<file path="src/rtl/qoa_pkg.sv">
// Shared constants and FSM state type for the QOA slice unpacker.
package qoa_pkg;

    localparam int QOA_LMS_BYTES   = 16;
    localparam int QOA_SLICE_BYTES = 8;
    localparam int QOA_SLICE_LEN   = 20;
    localparam int QOA_SF_W        = 4;
    localparam int QOA_Q_W         = 3;

    typedef enum logic {
        LOAD_LMS = 1'b0,
        COLLECT  = 1'b1
    } qoa_state_e;

endpackage

</file>
<file path="src/rtl/qoa_slice_unpacker_if.sv">
// Residual-code handshake between the unpacker (master) and the sample decoder (slave).
interface qoa_slice_unpacker_if;

    logic                         res_valid;
    logic                         res_ready;
    logic [qoa_pkg::QOA_SF_W-1:0] res_sf;
    logic [qoa_pkg::QOA_Q_W-1:0]  res_q;
    logic                         res_last;

    modport master (output res_valid, output res_sf, output res_q, output res_last, input res_ready);
    modport slave  (input res_valid, input res_sf, input res_q, input res_last, output res_ready);

endinterface

</file>
<file path="src/rtl/qoa_slice_emitter.sv">
// Emit buffer: walks one 64-bit slice out as a scalefactor plus twenty 3-bit codes.
module qoa_slice_emitter
    import qoa_pkg::*;
(
    input  logic        sys_clk,
    input  logic        sys_rst_n,
    input  logic        load,
    input  logic [63:0] slice,
    input  logic        first,
    output logic        can_load,
    output logic        frame_start,
    qoa_slice_unpacker_if.master res_if
);

    localparam logic [4:0] LAST_K = 5'(QOA_SLICE_LEN - 1);

    logic [63:0] buf_q, buf_d;
    logic [4:0]  k_q, k_d;
    logic        valid_q, valid_d;
    logic        last_q, last_d;
    logic        fs_q, fs_d;
    logic        accept;

    always_comb begin
        accept   = valid_q & res_if.res_ready;
        can_load = !valid_q | (accept & last_q);
        buf_d    = buf_q;
        k_d      = k_q;
        valid_d  = valid_q;
        last_d   = last_q;
        fs_d     = 1'b0;
        if (accept) begin
            if (last_q) begin
                valid_d = 1'b0;
                last_d  = 1'b0;
            end else begin
                // scalefactor stays parked in [63:60]; the next code slides up to [59:57]
                k_d    = k_q + 5'd1;
                last_d = (k_d == LAST_K);
                buf_d  = {buf_q[63:60], buf_q[56:0], 3'b000};
            end
        end
        if (load) begin
            buf_d   = slice;
            k_d     = 5'd0;
            valid_d = 1'b1;
            last_d  = (LAST_K == 5'd0);
            fs_d    = first;
        end
    end

    always_ff @(posedge sys_clk or negedge sys_rst_n) begin
        if (!sys_rst_n) begin
            buf_q   <= '0;
            k_q     <= '0;
            valid_q <= 1'b0;
            last_q  <= 1'b0;
            fs_q    <= 1'b0;
        end else begin
            buf_q   <= buf_d;
            k_q     <= k_d;
            valid_q <= valid_d;
            last_q  <= last_d;
            fs_q    <= fs_d;
        end
    end

    assign res_if.res_valid = valid_q;
    assign res_if.res_sf    = buf_q[63:60];
    assign res_if.res_q     = buf_q[59:57];
    assign res_if.res_last  = last_q;
    assign frame_start      = fs_q;

endmodule

</file>
<file path="src/rtl/qoa_slice_unpacker.sv">
// Byte-stream front end: loads per-frame LMS state, then gathers 64-bit slices for the emitter.
module qoa_slice_unpacker
    import qoa_pkg::*;
#(
    parameter int SLICES_PER_FRAME = 256,
    parameter int CNT_W            = 9
) (
    input  logic        sys_clk,
    input  logic        sys_rst_n,
    input  logic        data_rdy,
    input  logic [7:0]  data_in,
    output logic        lms_wr_en,
    output logic [2:0]  lms_wr_idx,
    output logic [15:0] lms_wr_data,
    qoa_slice_unpacker_if.master res_if,
    output logic        frame_start,
    output logic        overflow
);

    qoa_state_e       state_q, state_d;
    logic [3:0]       byte_cnt_q, byte_cnt_d;
    logic [7:0]       prev_byte_q, prev_byte_d;
    logic             lms_wr_en_q, lms_wr_en_d;
    logic [2:0]       lms_wr_idx_q, lms_wr_idx_d;
    logic [15:0]      lms_wr_data_q, lms_wr_data_d;
    logic [63:0]      fill_buf_q, fill_buf_d;
    logic [2:0]       fill_cnt_q, fill_cnt_d;
    logic             fill_full_q, fill_full_d;
    logic [CNT_W-1:0] slice_cnt_q, slice_cnt_d;
    logic             first_q, first_d;
    logic             overflow_q, overflow_d;
    logic             can_load;
    logic             xfer;

    always_comb begin
        state_d       = state_q;
        byte_cnt_d    = byte_cnt_q;
        prev_byte_d   = prev_byte_q;
        lms_wr_en_d   = 1'b0;
        lms_wr_idx_d  = lms_wr_idx_q;
        lms_wr_data_d = lms_wr_data_q;
        fill_buf_d    = fill_buf_q;
        fill_cnt_d    = fill_cnt_q;
        fill_full_d   = fill_full_q;
        slice_cnt_d   = slice_cnt_q;
        first_d       = first_q;
        overflow_d    = overflow_q;

        xfer = fill_full_q & can_load;
        if (xfer) begin
            fill_full_d = 1'b0;
            first_d     = 1'b0;
            slice_cnt_d = slice_cnt_q + 1'b1;
            if (state_q == COLLECT && slice_cnt_d == CNT_W'(SLICES_PER_FRAME)) begin
                state_d    = LOAD_LMS;
                byte_cnt_d = 4'd0;
            end
        end

        if (data_rdy) begin
            case (state_q)
                LOAD_LMS: begin
                    prev_byte_d = data_in;
                    byte_cnt_d  = byte_cnt_q + 4'd1;
                    if (byte_cnt_q[0]) begin
                        lms_wr_en_d   = 1'b1;
                        lms_wr_idx_d  = byte_cnt_q[3:1];
                        lms_wr_data_d = {prev_byte_q, data_in};
                    end
                    if (byte_cnt_q == 4'(QOA_LMS_BYTES - 1)) begin
                        state_d     = COLLECT;
                        slice_cnt_d = '0;
                        fill_cnt_d  = 3'd0;
                        first_d     = 1'b1;
                    end
                end
                COLLECT: begin
                    // a byte landing in the same cycle as a transfer goes into the freed buffer
                    if (fill_full_q && !xfer) begin
                        overflow_d = 1'b1;
                    end else begin
                        fill_buf_d = {fill_buf_q[55:0], data_in};
                        fill_cnt_d = fill_cnt_q + 3'd1;
                        if (fill_cnt_q == 3'(QOA_SLICE_BYTES - 1)) fill_full_d = 1'b1;
                    end
                end
                default: ;
            endcase
        end
    end

    always_ff @(posedge sys_clk or negedge sys_rst_n) begin
        if (!sys_rst_n) begin
            state_q       <= LOAD_LMS;
            byte_cnt_q    <= '0;
            prev_byte_q   <= '0;
            lms_wr_en_q   <= 1'b0;
            lms_wr_idx_q  <= '0;
            lms_wr_data_q <= '0;
            fill_buf_q    <= '0;
            fill_cnt_q    <= '0;
            fill_full_q   <= 1'b0;
            slice_cnt_q   <= '0;
            first_q       <= 1'b0;
            overflow_q    <= 1'b0;
        end else begin
            state_q       <= state_d;
            byte_cnt_q    <= byte_cnt_d;
            prev_byte_q   <= prev_byte_d;
            lms_wr_en_q   <= lms_wr_en_d;
            lms_wr_idx_q  <= lms_wr_idx_d;
            lms_wr_data_q <= lms_wr_data_d;
            fill_buf_q    <= fill_buf_d;
            fill_cnt_q    <= fill_cnt_d;
            fill_full_q   <= fill_full_d;
            slice_cnt_q   <= slice_cnt_d;
            first_q       <= first_d;
            overflow_q    <= overflow_d;
        end
    end

    qoa_slice_emitter u_emitter (
        .sys_clk     (sys_clk),
        .sys_rst_n   (sys_rst_n),
        .load        (xfer),
        .slice       (fill_buf_q),
        .first       (first_q),
        .can_load    (can_load),
        .frame_start (frame_start),
        .res_if      (res_if)
    );

    assign lms_wr_en   = lms_wr_en_q;
    assign lms_wr_idx  = lms_wr_idx_q;
    assign lms_wr_data = lms_wr_data_q;
    assign overflow    = overflow_q;

endmodule

</file>
<file path="src/flat_wrapper.sv">
// flat-port wrapper written by rule: the top's interface ports become plain ports
module qoa_slice_unpacker_flat import qoa_pkg::*;
#(
    parameter int SLICES_PER_FRAME = 256,
    parameter int CNT_W            = 9
)
  (sys_clk, sys_rst_n, data_rdy, data_in, lms_wr_en, lms_wr_idx, lms_wr_data, frame_start, overflow, res_if_res_valid, res_if_res_sf, res_if_res_q, res_if_res_last, res_if_res_ready);
  qoa_slice_unpacker_if res_if_i ();
  input  logic sys_clk;
  input  logic sys_rst_n;
  input  logic data_rdy;
  input  logic [7:0] data_in;
  output logic lms_wr_en;
  output logic [2:0] lms_wr_idx;
  output logic [15:0] lms_wr_data;
  output logic frame_start;
  output logic overflow;
  output wire logic [$bits(res_if_i.res_valid)-1:0] res_if_res_valid;
  output wire logic [$bits(res_if_i.res_sf)-1:0] res_if_res_sf;
  output wire logic [$bits(res_if_i.res_q)-1:0] res_if_res_q;
  output wire logic [$bits(res_if_i.res_last)-1:0] res_if_res_last;
  input wire logic [$bits(res_if_i.res_ready)-1:0] res_if_res_ready;
  assign res_if_res_valid = res_if_i.res_valid;
  assign res_if_res_sf = res_if_i.res_sf;
  assign res_if_res_q = res_if_i.res_q;
  assign res_if_res_last = res_if_i.res_last;
  assign res_if_i.res_ready = res_if_res_ready;
  qoa_slice_unpacker #(.SLICES_PER_FRAME(SLICES_PER_FRAME), .CNT_W(CNT_W)) u_core (.sys_clk(sys_clk), .sys_rst_n(sys_rst_n), .data_rdy(data_rdy), .data_in(data_in), .lms_wr_en(lms_wr_en), .lms_wr_idx(lms_wr_idx), .lms_wr_data(lms_wr_data), .res_if(res_if_i), .frame_start(frame_start), .overflow(overflow));
endmodule
</file>
<file path="config.mk">
export PLATFORM = sky130hd
export DESIGN_NAME = qoa_slice_unpacker_flat
export DESIGN_NICKNAME = d
export VERILOG_FILES = /design/src/rtl/qoa_pkg.sv /design/src/rtl/qoa_slice_unpacker_if.sv /design/src/rtl/qoa_slice_emitter.sv /design/src/rtl/qoa_slice_unpacker.sv /design/src/flat_wrapper.sv
export SDC_FILE = /design/constraint.sdc
export NUM_CORES = 1
export LEC_CHECK = 0
export BUFFER_PORTS_ARGS = -buffer_cell sky130_fd_sc_hd__buf_2
export CAP_MARGIN = 30
export CORE_MARGIN = 4
export CORE_UTILIZATION = 60
export CTS_CLUSTER_SIZE = 10
export DETAILED_ROUTE_END_ITERATION = 7
export PLACE_DENSITY_LB_ADDON = 0.2
export SKIP_CTS_REPAIR_TIMING = 1
export SYNTH_ARGS = -nofsm -noshare
export SYNTH_HDL_FRONTEND = slang
export SYNTH_SLANG_ARGS = --single-unit
export TNS_END_PERCENT = 10
</file>
<file path="constraint.sdc">
create_clock -name sys_clk -period 2.49 [get_ports sys_clk]
set_clock_uncertainty 0.05 [all_clocks]
set_input_delay 0 -clock sys_clk [delete_from_list [all_inputs] [get_ports sys_clk]]
set_output_delay 0 -clock sys_clk [all_outputs]
set_load 0.05 [all_outputs]
</file>
==> results of run 1 <==
[kinds of logic after synthesis]
family | synth area share, %
buf+inv | 2.73
simple gates | 12.7
compound gates | 7.81
fa+ha+maj | 1.01
flops | 61.7
mux | 12.8
xor+xnor | 1.29
[Yosys cell counts (all sizes together) (2+ instances only)]
cell	count	area, um2
and4	2	18.8
a21oi	6	30.0
xnor2	2	17.5
inv	3	11.3
a31oi	3	18.8
nand4	4	25.0
mux2	84	946
xor2	9	78.8
nor2	13	48.8
nand3	10	55.1
a22oi	55	413
buf	18	103
a21o	2	15.0
and2	2	12.5
or4	3	22.5
o21ai	8	40.0
nand2	181	679
ha	6	75.1
and3	4	25.0
clkbuf	24	90.1
dfrtp	184	4600
[metrics by stage]
stage	hold slack, ns	worst slack (ns)	power [W]
after global placement	0.0239	0.520	0.00661
after global routing	0.212	0.367	0.0100
after floorplan	-0.346	0.380	0.00616
final	0.114	0.459	0.00950
after detailed placement	0.0278	0.481	0.00676
after CTS	-0.423	0.458	0.00956
[layout make-up]
class                   count  share of cell area (%)
clock inverters             8                    1.72
clock buffers              21                    5.36
flip-flops and latches    184                    53.6
repair buffers             65                    5.44
multi-input cells         410                    31.3
well taps                 168                    2.45
inverters                   3                   0.131
[state kept, by name, indices dropped and copies added (netlist names)]
| register | count |
|---|---|
| u_core.fill_buf_q | 64 |
| u_core.lms_wr_en | 1 |
| u_core.u_emitter.k_q | 5 |
| u_core.byte_cnt_q | 4 |
| u_core.state_q | 1 |
| u_core.overflow | 1 |
| u_core.lms_wr_data | 16 |
| u_core.u_emitter.buf_q | 64 |
| u_core.u_emitter.frame_start | 1 |
| u_core.slice_cnt_q | 9 |
| u_core.u_emitter.res_if.res_last | 1 |
| u_core.u_emitter.res_if.res_valid | 1 |
| u_core.lms_wr_idx | 3 |
| u_core.fill_full_q | 1 |
| u_core.fill_cnt_q | 3 |
| u_core.prev_byte_q | 8 |
| u_core.first_q | 1 |
[path summary, 6_finish.rpt]
path	startpoint	endpoint	slack, ns	depth (start not counted)
setup / recovery	u_core.slice_cnt_q[3]	u_core.byte_cnt_q[0]	0.46	4
hold / removal	sys_rst_n	u_core.first_q	0.11	2
setup reg to reg	u_core.slice_cnt_q[3]	u_core.byte_cnt_q[0]	0.46	4
hold reg to reg	u_core.u_emitter.buf_q[57]	u_core.u_emitter.buf_q[57]	0.42	2
max in group asynchronous	sys_rst_n	u_core.prev_byte_q[1]	1.51	3
min in group sys_clk	data_in[3]	u_core.prev_byte_q[3]	0.28	4
[per-layer routing]
layer | global-route usage [%] | part of all wire, %
met1 | 28.0 | 45
met2 | 35.5 | 50
met3 | 4.34 | 3.5
met4 | 7.80 | 1.6
met5 | 0 | 0
[worst reg2reg max path, delay by kind of cell, from the launching register on]
kind / cells / cell delay [ns]
flip-flops: 1 / 0.43
AO/OA/AOI/OAI: 1 / 0.28
AND/OR/NAND/NOR: 3 / 1.15
[power by group through the flow]
stage | Clock (W) | Sequential (W) | Combinational, W
3_5_place_dp | 0 | 0.00478 | 0.00198
5_1_grt | 0.00296 | 0.00487 | 0.00221
6_report | 0.00278 | 0.00474 | 0.00198
4_1_cts | 0.00282 | 0.00473 | 0.00201
3_3_place_gp | 0 | 0.00473 | 0.00189
2_1_floorplan | 0 | 0.00453 | 0.00163
==> reports/results.tsv, run 1 <==
metric	value	unit
Inst Count DP	819	
final number of max-transition violations	0	
die footprint	14300	um2
number of optimization iterations in the first detailed-route pass	5	
PwrDens	1110	nW/um2
clock edge transition at the registers on the reported setup and hold paths	0.06	ns
total via count in the routed design	4905	
sequential fraction of the synthesis area	61.7	%
part of the cycle the worst path needs	81.5	%
Initial Utilization	61.7	%
area of the multi-input gates	2690	um2
clock insertion delay at the later pin of the skew report	0.43	ns
count of flip-flops with a built-in enable after synthesis	0	
transition time at the pin with the least slew margin	0.714	ns
routed vias/inst	5.71	
post-synthesis net count	657	
most frequent cells in the layout	sky130_fd_sc_hd__dfrtp_1, sky130_fd_sc_hd__nand2_1, sky130_fd_sc_hd__mux2_2, sky130_fd_sc_hd__a22oi_1, sky130_fd_sc_hd__buf_2	
number of different library cells in the post-synthesis netlist	42	
Post-DRT Antenna Nets	0	
worst hold path type	primary input to async pin	
number of violations of the max-capacitance limit	0	
WL per Instance	16.5	um
endpoint type of the worst setup path	register	
post-synth design cell area	7470	um2
number of fillers in the final layout	877	
number of H-tree branching levels	4	
gr usage total	21.3	%
cells after synthesis	639	
post-detailed-route DRC marker count	0	
share of layout cells above drive strength 1	25.0	%
classification of the worst setup path	register to register	
largest net degree at the start of global routing	80	
Die Span Y	120	um
Worst Path Required	2.75	ns
share of async-settable or async-resettable flops after synthesis	100	%
detailed placement HPWL	8900	um
switching component of the power	0.00282	W
antenna violations before repair	0	
number of endpoints with negative hold slack in the final report	0	
clock network fraction of total power	29.3	%
Critical Path Start Type	register	
post-route insts no fill	859	
count of buffering cells on the critical path with inverters included	0	
standard-cell row count	40	
placer congestion estimate	0.828	
unrepaired setup endpoints after global routing	no	
Detailed Route Iter0 Violations	446	
final cell utilization of the core	70.9	%
outcome	finished clean	
CTS buffer count	17	
Port Buf Inserts	42	
Yosys reg bits	184	
ANT cells	0	
count of yosys warnings during synthesis	0	
die span in x	120	um
GRT Residual Overflow	0	
final-layout setup total negative slack	0	ns
shortest clock period the worst path allows after layout	2.03	ns
CP max stage cell	sky130_fd_sc_hd__or4_1	
final standard cell area without fillers	8590	um2
worst rel slew slack	52.4	%
critical-path cell list	or4_1 > or4b_4 > a211oi_4 > nor2_1	
final setup violation count	0	
P&R area growth vs syn	15.0	%
Largest delay share family, worst path	simple AND/OR/NAND/NOR gates	
largest buffer count on any clock path	2	
mean area per synthesized cell	11.7	um2
most frequent standard cell in the layout excluding fill and tap cells	sky130_fd_sc_hd__dfrtp_1	
most common flop cell mapped by yosys	sky130_fd_sc_hd__dfrtp_1	
LEAKAGE	4.26	nW
sw frac	29.7	%
Sequential Area	4600	um2
via count of the first global-routing pass	5111	
total clock sinks	184	
post-detailed-placement cell area	7870	um2
TritonCTS clock tree	done	
wire length of the first global-routing pass	24500	um
final net count	699	
data arrival at the endpoint of the critical path	2.29	ns
worst IR drop on VDD	735	uV
sum of routed wire length over all layers	14200	um
clock root buffer	sky130_fd_sc_hd__clkbuf_16	
power share of the sequential group	49.8	%
peak clock frequency supported by timing	0.492	GHz
Core Area	12100	um2
logic gate share of total power	20.9	%
count of pins on the block boundary	43	
critical path fanouts, max	6	
P_int	0.00668	W
largest incremental delay on the critical path	0.54	ns
No activity file was read; power rests on OpenSTA's default activity.
==> run 2, diff against run 1 <==
==> constraint.sdc (replaced) <==
create_clock -name sys_clk -period 2 [get_ports sys_clk]
set_clock_uncertainty 0.05 [all_clocks]
set_input_delay 0 -clock sys_clk [delete_from_list [all_inputs] [get_ports sys_clk]]
set_output_delay 0 -clock sys_clk [all_outputs]
set_load 0.05 [all_outputs]
==> run 2 against run 1 <==
Final area grew 1.2%. Largest power group unchanged. Total power up 24%. First-iteration DRC count shrank 20%. Register-to-register slack worse by 0.43 ns. Via count down 1.6%. Clock power rose by 23%. Critical path depth is the same. Wire length shrank 2.0%.
==> reports/results.tsv, run 2 (synthesis gave the netlist of run 1 again) <==
metric	value	unit	change
number of violations of the max-capacitance limit	0		unchanged
CTS buffer count	17		unchanged
shortest clock period the worst path allows after layout	1.97	ns	was 2.03 ns
unrepaired setup endpoints after global routing	yes		was no
placer congestion estimate	0.754		was 0.828
standard-cell row count	40		unchanged
sum of routed wire length over all layers	13900	um	was 14200 um
TritonCTS clock tree	done		unchanged
Worst Path Required	2.26	ns	was 2.75 ns
largest net degree at the start of global routing	64		was 80
critical path fanouts, max	4		was 6
share of layout cells above drive strength 1	26.7	%	was 25.0%
via count of the first global-routing pass	5060		was 5111
transition time at the pin with the least slew margin	0.545	ns	was 0.714 ns
CP max stage cell	sky130_fd_sc_hd__or4b_4		was sky130_fd_sc_hd__or4_1
number of endpoints with negative hold slack in the final report	0		unchanged
endpoint type of the worst setup path	register		unchanged
LEAKAGE	4.31	nW	was 4.26 nW
worst hold path type	primary input to async pin		unchanged
final net count	706		was 699
final standard cell area without fillers	8690	um2	was 8590 um2
final setup violation count	0		unchanged
final number of max-transition violations	0		unchanged
number of H-tree branching levels	4		unchanged
Critical Path Start Type	register		unchanged
DRT met1 WL	6230	um	was 6340 um
worst IR drop on VDD	933	uV	was 735 uV
most frequent cells in the layout	sky130_fd_sc_hd__dfrtp_1, sky130_fd_sc_hd__nand2_1, sky130_fd_sc_hd__mux2_2, sky130_fd_sc_hd__a22oi_1, sky130_fd_sc_hd__buf_2		unchanged
total clock sinks	184		unchanged
largest buffer count on any clock path	2		unchanged
total via count in the routed design	4828		was 4905
post-detailed-placement cell area	7960	um2	was 7870 um2
largest incremental delay on the critical path	0.53	ns	was 0.54 ns
PwrDens	1360	nW/um2	was 1110 nW/um2
die span in x	120	um	unchanged
count of pins on the block boundary	43		unchanged
clock root buffer	sky130_fd_sc_hd__clkbuf_16		unchanged
wire length of the first global-routing pass	24700	um	was 24500 um
routed wl met3	464	um	was 496 um
gr usage total	21.5	%	was 21.3%
most frequent standard cell in the layout excluding fill and tap cells	sky130_fd_sc_hd__dfrtp_1		unchanged
post-detailed-route DRC marker count	0		unchanged
part of the cycle the worst path needs	98.7	%	was 81.5%
outcome	finished clean		unchanged
top routing layer in use	met4		unchanged
classification of the worst setup path	register to register		unchanged
detailed placement HPWL	8950	um	was 8900 um
ANT cells	0		unchanged
tightest hold margin	0.0596	ns	was 0.114 ns
routed vias/inst	5.56		was 5.71
Core Area	12100	um2	unchanged
critical-path cell list	or4_4 > or4b_4 > a211oi_4 > nor2_1		was or4_1 > or4b_4 > a211oi_4 > nor2_1
P&R area growth vs syn	16.4	%	was 15.0%
clock insertion delay at the later pin of the skew report	0.43	ns	about the same
clock edge transition at the registers on the reported setup and hold paths	0.07	ns	was 0.06 ns
wire length on met2	7040	um	was 7130 um
die footprint	14300	um2	unchanged
GRT Residual Overflow	0		unchanged
number of optimization iterations in the first detailed-route pass	5		unchanged
peak clock frequency supported by timing	0.506	GHz	was 0.492 GHz
Post-DRT Antenna Nets	0		unchanged
Die Span Y	120	um	unchanged
antenna violations before repair	0		unchanged
Port Buf Inserts	42		unchanged
Detailed Route Iter0 Violations	359		was 446
worst rel slew slack	63.6	%	was 52.4%
WL per Instance	16.0	um	was 16.5 um
data arrival at the endpoint of the critical path	2.23	ns	was 2.29 ns
Initial Utilization	61.7	%	unchanged
run 2: cell count changes in the layout (fill, tap and decap cells not counted), moves of 2 or more:
cell | before | now
sky130_fd_sc_hd__buf_4 | 8 | 12
sky130_fd_sc_hd__buf_12 | 4 | 7
sky130_fd_sc_hd__clkinv_2 | 1 | 3
sky130_fd_sc_hd__dfrtp_1 | 184 | 182
sky130_fd_sc_hd__dfrtp_2 | 0 | 2
run 2: layer usage:
| metal | vias to the layer above | global-route usage (%) |
|---|---|---|
| li1 | 2283 | - |
| met1 | 2451 | 29.1 |
| met2 | 79 | 34.7 |
| met3 | 15 | 4.71 |
| met4 | 0 | 7.52 |
| met5 | - | 0 |
run 2: final cells by class:
type                    instances  area [um2]
clock buffers                  21         470
clock inverters                11         145
fillers                       866        3420
inverters                       3        11.3
multi-input cells             410        2690
flip-flops and latches        184        4610
well taps                     168         210
repair buffers                 72         557
run 2: where the power goes:
group	internal (W)	leakage, nW	switching, W
Combinational	0.00125	1.66	0.00125
Clock	0.00206	0.295	0.00136
Sequential	0.00497	2.35	0.000916
Total	0.00828	4.31	0.00353
run 2: path summary, 6_finish.rpt:
path | start | end | slack, ns | depth (start not counted)
min reg2reg | u_core.u_emitter.buf_q[61] | u_core.u_emitter.buf_q[61] | 0.42 | 2
max in group asynchronous | sys_rst_n | u_core.u_emitter.buf_q[30] | 1.06 | 3
min in group sys_clk | data_in[4] | u_core.prev_byte_q[4] | 0.28 | 4
min | sys_rst_n | u_core.slice_cnt_q[8] | 0.06 | 2
max | u_core.slice_cnt_q[4] | u_core.byte_cnt_q[3] | 0.03 | 4
max reg2reg | u_core.slice_cnt_q[4] | u_core.byte_cnt_q[3] | 0.03 | 4
run 2: worst max-delay path, delay by kind of cell (launching register included):
family             cells  cell delay (ns)
and+or+nand+nor        3             1.14
DFF                    1             0.39
AOI/OAI and AO/OA      1             0.28
run 2: per-stage QoR:
step / setup TNS (ns) / utilization [%] / setup slack (ns) / total power [W] / instances
6_report: 0 / 71.7 / 0.0254 / 0.0118 / 869
5_1_grt: -0.167 / 71.7 / -0.0462 / 0.0125 / 869
4_1_cts: 0 / 70.8 / 0.0133 / 0.0119 / 858
3_3_place_gp: 0 / 65.7 / 0.0892 / 0.00826 / 826
2_1_floorplan: 0 / - / 0.0564 / 0.00767 / 639
3_5_place_dp: 0 / 65.7 / 0.0318 / 0.00845 / 826
==> run 3, diff against run 2 <==
--- a/config.mk
+++ b/config.mk
@@ -11,7 +11,7 @@
 export CORE_UTILIZATION = 60
 export CTS_CLUSTER_SIZE = 10
 export DETAILED_ROUTE_END_ITERATION = 7
-export PLACE_DENSITY_LB_ADDON = 0.2
+export PLACE_DENSITY = 0.76
 export SKIP_CTS_REPAIR_TIMING = 1
 export SYNTH_ARGS = -nofsm -noshare
 export SYNTH_HDL_FRONTEND = slang
==> run 3 against run 2 <==
Count of clock-buffer cells in the layout is 1 higher. Total power hardly changed. Non-clock buffer count is 5 lower. Critical path depth stayed put. Clock power hardly changed. Sequential power hardly changed. Via count is 1.3% higher. Sequential share of layout area is 0.39 points higher. Combinational power hardly changed. Global-route usage is 0.27 points lower. Highest routed layer unchanged.
==> reports/results.tsv, run 3 (synthesis gave the netlist of run 1 again) <==
metric	value	unit	change
detailed placement HPWL	8960	um	was 8950 um
final-layout setup total negative slack	0	ns	unchanged
CTS buffer count	17		unchanged
critical-path cell list	or4_1 > or4b_4 > a211oi_4 > nor2_1		was or4_4 > or4b_4 > a211oi_4 > nor2_1
data arrival at the endpoint of the critical path	2.22	ns	was 2.23 ns
clock insertion delay at the later pin of the skew report	0.42	ns	was 0.43 ns
Port Buf Inserts	42		unchanged
sum of routed wire length over all layers	14300	um	was 13900 um
die footprint	14300	um2	unchanged
Post-DRT Antenna Nets	0		unchanged
final setup violation count	0		unchanged
PwrDens	1370	nW/um2	was 1360 nW/um2
Initial Utilization	61.7	%	unchanged
most frequent cells in the layout	sky130_fd_sc_hd__dfrtp_1, sky130_fd_sc_hd__nand2_1, sky130_fd_sc_hd__mux2_2, sky130_fd_sc_hd__a22oi_1, sky130_fd_sc_hd__buf_2		unchanged
standard-cell row count	40		unchanged
final number of max-transition violations	0		unchanged
Critical Path Start Type	register		unchanged
wire length of the first global-routing pass	24500	um	was 24700 um
ANT cells	0		unchanged
clock root buffer	sky130_fd_sc_hd__clkbuf_16		unchanged
number of H-tree branching levels	4		unchanged
worst IR drop on VDD	844	uV	was 933 uV
largest net degree at the start of global routing	74		was 64
Detailed Route Iter0 Violations	380		was 359
part of the cycle the worst path needs	98.6	%	was 98.7%
largest incremental delay on the critical path	0.53	ns	about the same
placer congestion estimate	0.827		was 0.754
count of pins on the block boundary	43		unchanged
largest buffer count on any clock path	2		unchanged
total clock sinks	184		unchanged
Core Area	12100	um2	unchanged
antenna violations before repair	0		unchanged
worst hold path type	primary input to async pin		unchanged
clock edge transition at the registers on the reported setup and hold paths	0.07	ns	about the same
count of buffering cells on the critical path with inverters included	0		unchanged
routed vias/inst	5.66		was 5.56
via count of the first global-routing pass	4953		was 5060
P&R area growth vs syn	15.5	%	was 16.4%
Largest delay share family, worst path	simple AND/OR/NAND/NOR gates		unchanged
gr usage total	21.2	%	was 21.5%
shortest clock period the worst path allows after layout	1.97	ns	about the same
outcome	finished clean		unchanged
GRT Residual Overflow	0		unchanged
CP max stage cell	sky130_fd_sc_hd__or4b_4		unchanged
transition time at the pin with the least slew margin	0.537	ns	was 0.545 ns
die span in x	120	um	unchanged
most frequent standard cell in the layout excluding fill and tap cells	sky130_fd_sc_hd__dfrtp_1		unchanged
Worst Path Required	2.25	ns	was 2.26 ns
number of fillers in the final layout	850		was 866
launching instance or port of the critical path	u_core.slice_cnt_q[3]		was u_core.slice_cnt_q[4]
tightest hold margin	0.0436	ns	was 0.0596 ns
peak clock frequency supported by timing	0.507	GHz	was 0.506 GHz
smallest setup slack after layout	0.0289	ns	was 0.0254 ns
number of optimization iterations in the first detailed-route pass	5		unchanged
WL per Instance	16.6	um	was 16.0 um
number of endpoints with negative hold slack in the final report	0		unchanged
Reg-to-Reg Start	u_core.slice_cnt_q[3]		was u_core.slice_cnt_q[4]
Die Span Y	120	um	unchanged
worst rel slew slack	64.1	%	was 63.6%
Post-Place Setup Slack	0.0345	ns	was 0.0318 ns
total chip power	0.0118	W	about the same
post-detailed-route DRC marker count	0		unchanged
total via count in the routed design	4892		was 4828
number of violations of the max-capacitance limit	0		unchanged
classification of the worst setup path	register to register		unchanged
unrepaired setup endpoints after global routing	yes		unchanged
TritonCTS clock tree	done		unchanged
LEAKAGE	4.28	nW	was 4.31 nW
final net count	701		was 706
share of layout cells above drive strength 1	25.7	%	was 26.7%
area of the multi-input gates	2690	um2	about the same
critical path fanouts, max	4		unchanged
endpoint type of the worst setup path	register		unchanged
Sequential Area	4610	um2	unchanged
## run 3: cell type report
cell class / count / area share, %
Sequential cell: 184 / 53.4
Clock inverter: 10 / 1.64
Clock buffer: 22 / 5.38
Inverter: 3 / 0.131
Tap cell: 168 / 2.44
Multi-Input combinational cell: 410 / 31.1
Timing Repair Buffer: 67 / 5.87
## run 3: stage by stage
stage	area, um2	utilization, %	instances
2_1_floorplan	7470	-	639
3_3_place_gp	7910	65.3	821
3_5_place_dp	7910	65.3	821
4_1_cts	8520	70.3	853
5_1_grt	8630	71.2	864
6_report	8630	71.2	864
## run 3: path summary, 6_finish.rpt
check,to,slack [ns],cells past startpoint
min reg2reg,u_core.u_emitter.buf_q[33],0.43,2
max reg2reg,u_core.byte_cnt_q[0],0.03,4
min,u_core.slice_cnt_q[2],0.04,2
max,u_core.byte_cnt_q[0],0.03,4
min in group sys_clk,u_core.prev_byte_q[4],0.30,4
max in group asynchronous,u_core.u_emitter.buf_q[15],1.12,3
## run 3: per-layer routing
layer,GRT usage [%],part of all wire (%)
met1,28.6,45
met2,35.0,50
met3,4.34,3.5
met4,6.66,1.5
met5,0,0
## run 3: power breakdown
group | internal [W] | switching, W | leakage [nW] | total, W
clock network | 0.00204 | 0.00136 | 0.291 | 0.00340
registers | 0.00497 | 0.000904 | 2.35 | 0.00587
logic | 0.00125 | 0.00128 | 1.64 | 0.00253
total | 0.00826 | 0.00355 | 4.28 | 0.0118
